===== src/rtl/fifo_wr_ctrl.sv =====
// fifo_wr_ctrl: write-side controller of the synchronous FIFO.
// Owns the write pointer, occupancy count and full/afull flags, and drives
// the write port of the shared storage array. Accepted pops from the read
// side are folded into the count so both ends agree on occupancy.
// Optional error status (ovf/udf/ovf_cnt) is built only when the macro
// FIFO_WR_ERR_CHK_EN is defined; otherwise those outputs are tied to 0.
module fifo_wr_ctrl #(
  parameter int unsigned FIFO_DEPTH = 16,
  parameter int unsigned DATA_WIDTH = 32,
  parameter int unsigned ADDR_WIDTH = $clog2(FIFO_DEPTH),
  parameter int unsigned CNT_WIDTH  = ((FIFO_DEPTH & (FIFO_DEPTH - 1)) == 0) ?
                                      ADDR_WIDTH + 1 : ADDR_WIDTH
) (
  input  logic                  clk,
  input  logic                  rst_n,
  input  logic                  wr_en,
  input  logic [DATA_WIDTH-1:0] wr_data,
  input  logic                  rd_pop,
  input  logic [CNT_WIDTH-1:0]  afull_th,
  output logic                  full,
  output logic                  afull,
  output logic [CNT_WIDTH-1:0]  cnt,
  output logic                  mem_we,
  output logic [ADDR_WIDTH-1:0] mem_waddr,
  output logic [DATA_WIDTH-1:0] mem_wdata,
  input  logic                  ovf_clr,
  output logic                  ovf,
  output logic                  udf,
  output logic [7:0]            ovf_cnt
);

  localparam logic [ADDR_WIDTH-1:0] PTR_LAST = ADDR_WIDTH'(FIFO_DEPTH - 1);
  localparam logic [CNT_WIDTH-1:0]  CNT_FULL = CNT_WIDTH'(FIFO_DEPTH);

  logic                  push;
  logic                  pop;
  logic [ADDR_WIDTH-1:0] wr_ptr_q, wr_ptr_d;
  logic [CNT_WIDTH-1:0]  cnt_q, cnt_d;
  logic                  full_q, full_d;
  logic                  afull_q, afull_d;

  // Accepted push/pop; rst_n gates push so mem_we drops during reset.
  always_comb begin
    push = rst_n & wr_en & ~full_q;
    pop  = rd_pop & (cnt_q != '0);
  end

  // Next pointer, occupancy and flags, all derived from the next count.
  always_comb begin
    wr_ptr_d = wr_ptr_q;
    cnt_d    = cnt_q + CNT_WIDTH'(push) - CNT_WIDTH'(pop);
    if (push) begin
      wr_ptr_d = (wr_ptr_q == PTR_LAST) ? '0 : wr_ptr_q + ADDR_WIDTH'(1);
    end
    full_d  = (cnt_d == CNT_FULL);
    afull_d = (cnt_d >= afull_th);
  end

  // Pointer, count and flag registers.
  always_ff @(posedge clk or negedge rst_n) begin
    if (!rst_n) begin
      wr_ptr_q <= '0;
      cnt_q    <= '0;
      full_q   <= 1'b0;
      afull_q  <= 1'b0;
    end else begin
      wr_ptr_q <= wr_ptr_d;
      cnt_q    <= cnt_d;
      full_q   <= full_d;
      afull_q  <= afull_d;
    end
  end

  assign full      = full_q;
  assign afull     = afull_q;
  assign cnt       = cnt_q;
  assign mem_we    = push;
  assign mem_waddr = wr_ptr_q;
  assign mem_wdata = wr_data;

`ifdef FIFO_WR_ERR_CHK_EN
  logic       drop;
  logic       empty_pop;
  logic       ovf_q, ovf_d;
  logic       udf_q, udf_d;
  logic [7:0] ovf_cnt_q, ovf_cnt_d;

  // Sticky error status; a set event in the clear cycle keeps the flag set.
  always_comb begin
    drop      = wr_en & full_q;
    empty_pop = rd_pop & (cnt_q == '0);
    ovf_d     = drop | (ovf_q & ~ovf_clr);
    udf_d     = empty_pop | (udf_q & ~ovf_clr);
    ovf_cnt_d = ovf_cnt_q;
    if (ovf_clr) begin
      ovf_cnt_d = drop ? 8'd1 : 8'd0;
    end else if (drop && (ovf_cnt_q != 8'hFF)) begin
      ovf_cnt_d = ovf_cnt_q + 8'd1;
    end
  end

  // Error status registers.
  always_ff @(posedge clk or negedge rst_n) begin
    if (!rst_n) begin
      ovf_q     <= 1'b0;
      udf_q     <= 1'b0;
      ovf_cnt_q <= 8'd0;
    end else begin
      ovf_q     <= ovf_d;
      udf_q     <= udf_d;
      ovf_cnt_q <= ovf_cnt_d;
    end
  end

  assign ovf     = ovf_q;
  assign udf     = udf_q;
  assign ovf_cnt = ovf_cnt_q;
`else
  logic unused_ovf_clr;
  assign unused_ovf_clr = ovf_clr;
  assign ovf     = 1'b0;
  assign udf     = 1'b0;
  assign ovf_cnt = 8'd0;
`endif

endmodule

===== config.mk =====
export PLATFORM = sky130hd
export DESIGN_NAME = fifo_wr_ctrl
export DESIGN_NICKNAME = d
export VERILOG_FILES = /design/src/rtl/fifo_wr_ctrl.sv
export SDC_FILE = /design/constraint.sdc
export NUM_CORES = 1
export LEC_CHECK = 0
export BUFFER_PORTS_ARGS = -buffer_cell sky130_fd_sc_hd__buf_2
export CORE_MARGIN = 2
export CORE_UTILIZATION = 37
export DETAILED_ROUTE_END_ITERATION = 12
export PLACE_DENSITY = 0.83
export SLEW_MARGIN = 20
export SYNTH_ARGS = -nofsm -noshare
export SYNTH_HDL_FRONTEND = slang
export SYNTH_SLANG_ARGS = --single-unit

===== constraint.sdc =====
create_clock -name clk -period 4.1 [get_ports clk]
set_clock_uncertainty 0.1 [all_clocks]
set_input_delay 0.41 -clock clk [delete_from_list [all_inputs] [get_ports clk]]
set_output_delay 0.41 -clock clk [all_outputs]
set_load 0.005 [all_outputs]

==> Yosys cells after proc, flatten, opt, wreduce, memory -nomap -nowiden <==
Cells that the tools add are included.
{ "classes": {"n_addsub": 3, "order_cmp": 1, "eq_ne": 2, "muxes": 1, "bitwise_logic": 4, "n_reduce_logical": 1} }
{ "op_table": {"columns": ["cell", "n"], "rows": [
  ["$add A5 B1 Y5", 1],
  ["$eq A5 B5 Y1 const B", 1],
  ["$ge A5 B5 Y1", 1],
  ["$reduce_bool A5 Y1", 1],
  ["$sub A5 B1 Y5", 1],
  ["$add A4 B1 Y4 const B", 1],
  ["$eq A4 B4 Y1 const B", 1],
  ["$mux W4", 1],
  ["$and A1 B1 Y1", 3],
  ["$not A1 Y1", 1]
]} }
{ "word_totals": {"ff_bits": 11, "input_bits": 42, "out_inout_bits": 54, "word_cells": 16} }

==> Depth between registers and ports, before layout <==
{ "logic_depth": {"word_depth": 5, "depth_mapped": 15, "mapped_depth_nobuf": 15} }

==> Worst setup path before layout <==
OpenSTA, ideal clock, no wires.
{ "synth_timing": {"path_kind": "register to register", "startpoint": "reg cnt_q[3] (netlist: cnt[3])", "endpoint": "reg afull_q (netlist: afull)", "setup_ns": 0.124, "arrival_ns": 3.312, "required_ns": 3.876, "slack_ns": 0.564, "stages_incl_launch_ff": 16, "path_buffers": 0, "synth_period_minus_slack_ns": 3.536, "path_cell_list": "dfrtp_1 inv_1 ha_1 inv_1 o41a_1 ha_1 inv_1 ha_1 fa_1 and3b_1 or4_4 nand2_1 ha_1 nand4_1 a21oi_1 a211o_1"} }
{ "synth_via": {"elab_chain_cells": 4, "elab_cells_between_ends": 5, "cone_classes": "add/sub (2); order compare (1); bitwise (1); reduce/logical (1)"} }
{ "synth_lines": {"columns": ["item", "line", "source"], "rows": [
  ["start, declared", "38", "logic [CNT_WIDTH-1:0] cnt_q, cnt_d;"],
  ["start signal, assigned", "68", "cnt_q <= cnt_d;"],
  ["branches (longest 2 deep; another with $add A5 B1 Y5)", null, null],
  ["$sub A5 B1 Y5 *", "51", "cnt_d = cnt_q + CNT_WIDTH'(push) - CNT_WIDTH'(pop);"],
  ["via cnt_d[4]", "38", null],
  ["$ge A5 B5 Y1 *", "56", "afull_d = (cnt_d >= afull_th);"],
  ["via afull_d", "40", "logic afull_q, afull_d;"],
  ["end signal, assigned", "70", "afull_q <= afull_d;"],
  ["end, declared", "40", null]
]} }
Mark *: on every way through the listed nets, which the timed path passes.
A chain may end at the register's enable or synchronous reset.

==> Worst setup path in the final report <==
{ "layout_timing": {"startpoint": "in rst_n", "endpoint": "reg afull_q (netlist: afull)"} }
{ "layout_via": {"elab_chain_cells": 5} }
{ "layout_lines": {"columns": ["item", "line", "source"], "rows": [
  ["start, declared", "15", "input logic rst_n,"],
  ["$and A1 B1 Y1 (2 in series)", "44", "push = rst_n & wr_en & ~full_q;"],
  ["$add A5 B1 Y5", "51", null],
  ["$sub A5 B1 Y5", "51", null],
  ["via cnt_d[4]", "38", null],
  ["$ge A5 B5 Y1", "56", null],
  ["via afull_d", "40", null]
]} }
The timed path passes the listed nets, and every way through them passes these cells.

==> metrics.cfg <==
[place]
dp.cells = 132
routabilityCongestion = 0.831
place_hpwl_mm = 1.50
numPortBuffers = 20
pre_cts_slack_ns = 0.361

[worst_setup_path]
critPathMaxFanout = 12
path_cells = dlygate4sd3_1, clkbuf_4, nand3b_1, ha_1, inv_1, ha_1, fa_1, and3b_1, or4_4, nand2_1, ha_1, nand4_1, a21oi_1, a211o_1
crit_arrival_ns = 3.88
crit_path_start_kind = input pin
worstPathRequired_ns = 4.17
cp_common_cell = ha_1
cp_num_buf_inv = 3
end_kind = register
crit_path_top_delay_cell = dlygate4sd3_1
critPathKind = input pin to register
critPathTopFamily = adder cells
slowest_delay_ns = 0.52

[clock_network]
cts_setup_buffers = 0
cts_buffers = 3
clk_path_buf_depth = 2
htree_num_levels = 1
cts_root_buffer = clkbuf_4
clock_sink_count = 11
clkTransAtPathRegs_ns = 0.08
cts_tree = yes
clkLatencyLatePin_ns = 0.28

[global_routing]
antenna_found_initial = 0
gr-usage-all-layers = 0.125
overflow = 0
grt_max_degree = 13
grt_first_pass_wirelength_mm = 3.22
grt_pass1_vias = 756

[floorplan]
dieHeight_um = 57.2
die_area_um2 = 3270
core_area_um2 = 2710
row_count = 19
start_util = 0.386
io-pin-count = 96
die-width_um = 57.2

[layout]
drive_gt1_frac = 0.255
syn2layout_area_growth_pct = -9.93
postLayoutCoreUtil = 0.348
final_nets = 162
n_antenna_cell = 0
fin_cells = 137

[synth]
synth_xor_area_frac = 0.0251
synth_edf_count = 0
synth_most_common_cell = buf_4
synth_common_cells = 42 x buf_4, 15 x inv_1, 12 x ha_1
avgSynthCellArea_um2 = 9.18
synth_compound_area_frac = 0.102
netlist.area_leader.share = 0.301
synth.area.mux_share = 0
synth_top_cell_by_area = buf_4
ys_seq_elements = 11
synth_area_um2 = 1050
synth_cells = 114
synth_area_leaders = buf_4 30%, dfrtp_1 26%, ha_1 14%
seq_area_frac_synth = 0.263
synth_ff_type = dfrtp_1
synth-simple-area-share = 0.0885
synth-async-reset-ratio = 1.00
synth_top_family_by_area = buffers and inverters
synthAdderAreaFrac = 0.163
yosysUniqueCellTypes = 26
yosys_warnings = 0

[detailed_routing]
drt-initial-drc-count = 18
ant_nets = 0
firstDrtPassIters = 4
wl_per_cell_um = 13.8
vias = 686
routed_via_density = 5.01
drc = 0
routed_wl_mm = 1.90

[job]
max_cap_viol_count = 0

[timing]
finalMaxSlewViolations = 0
fin_tns_setup_ns = 0
rsz0062_at_grt = false
fmax_mhz = 263
hold_violations = 0
min_period_ns = 3.80
setup_viol_count_final = 0
timing.final.crit_share = 0.927
final.setup.worst_slack_ns = 0.298

[outcome]
outcome = completed

[power]
finalPower_w = 0.000826
p_leak_nw = 0.551
p_per_area_nw_per_um2 = 877
ir_drop_v = 0.000354

[min_path]
hp-class = input pin to async pin

[where the power goes]
| group | leakage [nW] | switching [W] | internal (W) |
|---|---|---|---|
| clock network | 0.0150 | 0.0000409 | 0.0000378 |
| logic | 0.401 | 0.000274 | 0.000251 |
| registers | 0.134 | 0.0000548 | 0.000168 |
| total | 0.551 | 0.000369 | 0.000457 |
[registers in the layout, indices dropped and copies added, names as in the netlist]
signal,cells
mem_waddr,4
afull,1
full,1
cnt,5
[layout by cell type (no fill, tap or decap), types with 2 or more instances in the layout]
| cell type | n |
|---|---|
| buf_2 | 19 |
| nand2_1 | 5 |
| xor2_1 | 2 |
| a21o_1 | 3 |
| clkbuf_4 | 4 |
| nand4_1 | 2 |
| conb_1 | 10 |
| inv_1 | 15 |
| dfrtp_1 | 11 |
| ha_1 | 12 |
| a21oi_1 | 4 |
| o31ai_1 | 2 |
[path summary, 6_finish.rpt]
kind                                    from            to  slack (ns)  cells past startpoint
worst max-delay path                   rst_n         afull        0.30                     14
worst min-delay path                   rst_n  mem_waddr[1]        0.41                      2
worst max register to register        cnt[3]         afull        0.38                     15
worst min register to register  mem_waddr[3]  mem_waddr[3]        0.43                      1
max in group asynchronous              rst_n        cnt[3]        3.32                      2
min in group clk                mem_waddr[3]  mem_waddr[3]        0.43                      1
[through the flow]
step / area (um^2) / hold slack [ns]
3_3_place_gp: 903 / 0.195
6_report: 942 / 0.415
4_1_cts: 940 / 0.427
5_1_grt: 942 / 0.439
3_5_place_dp: 903 / 0.207
2_1_floorplan: 1080 / 0.0144
[logic make-up after synthesis]
logic type,Yosys count
buffers and inverters,57
AND/OR/NAND/NOR,15
AO/OA/AOI/OAI,14
adder cells (fa/ha/maj),13
flip-flops,11
XOR/XNOR,3
other,1
[cell type report]
type | instances | area (um^2)
fill | 286 | 1770
multi-input combinational | 55 | 433
clock buffer | 4 | 26.3
inverter | 15 | 56.3
timing repair buffer | 21 | 113
tap | 31 | 38.8
sequential | 11 | 275
[per-layer routing]
metal,part of all wire,track usage
met1,0.34,0.123
met2,0.48,0.213
met3,0.11,0.0431
met4,0.056,0.0930
met5,0,0
[what timing repair did]
action / CTS / global route
resized for setup: 0 / 1
endpoints found under the hold margin: 11 / 0
hold buffers: 1 / 0
setup endpoints to repair: 0 / 1
Note: power is estimated with default switching activity, not from simulation.
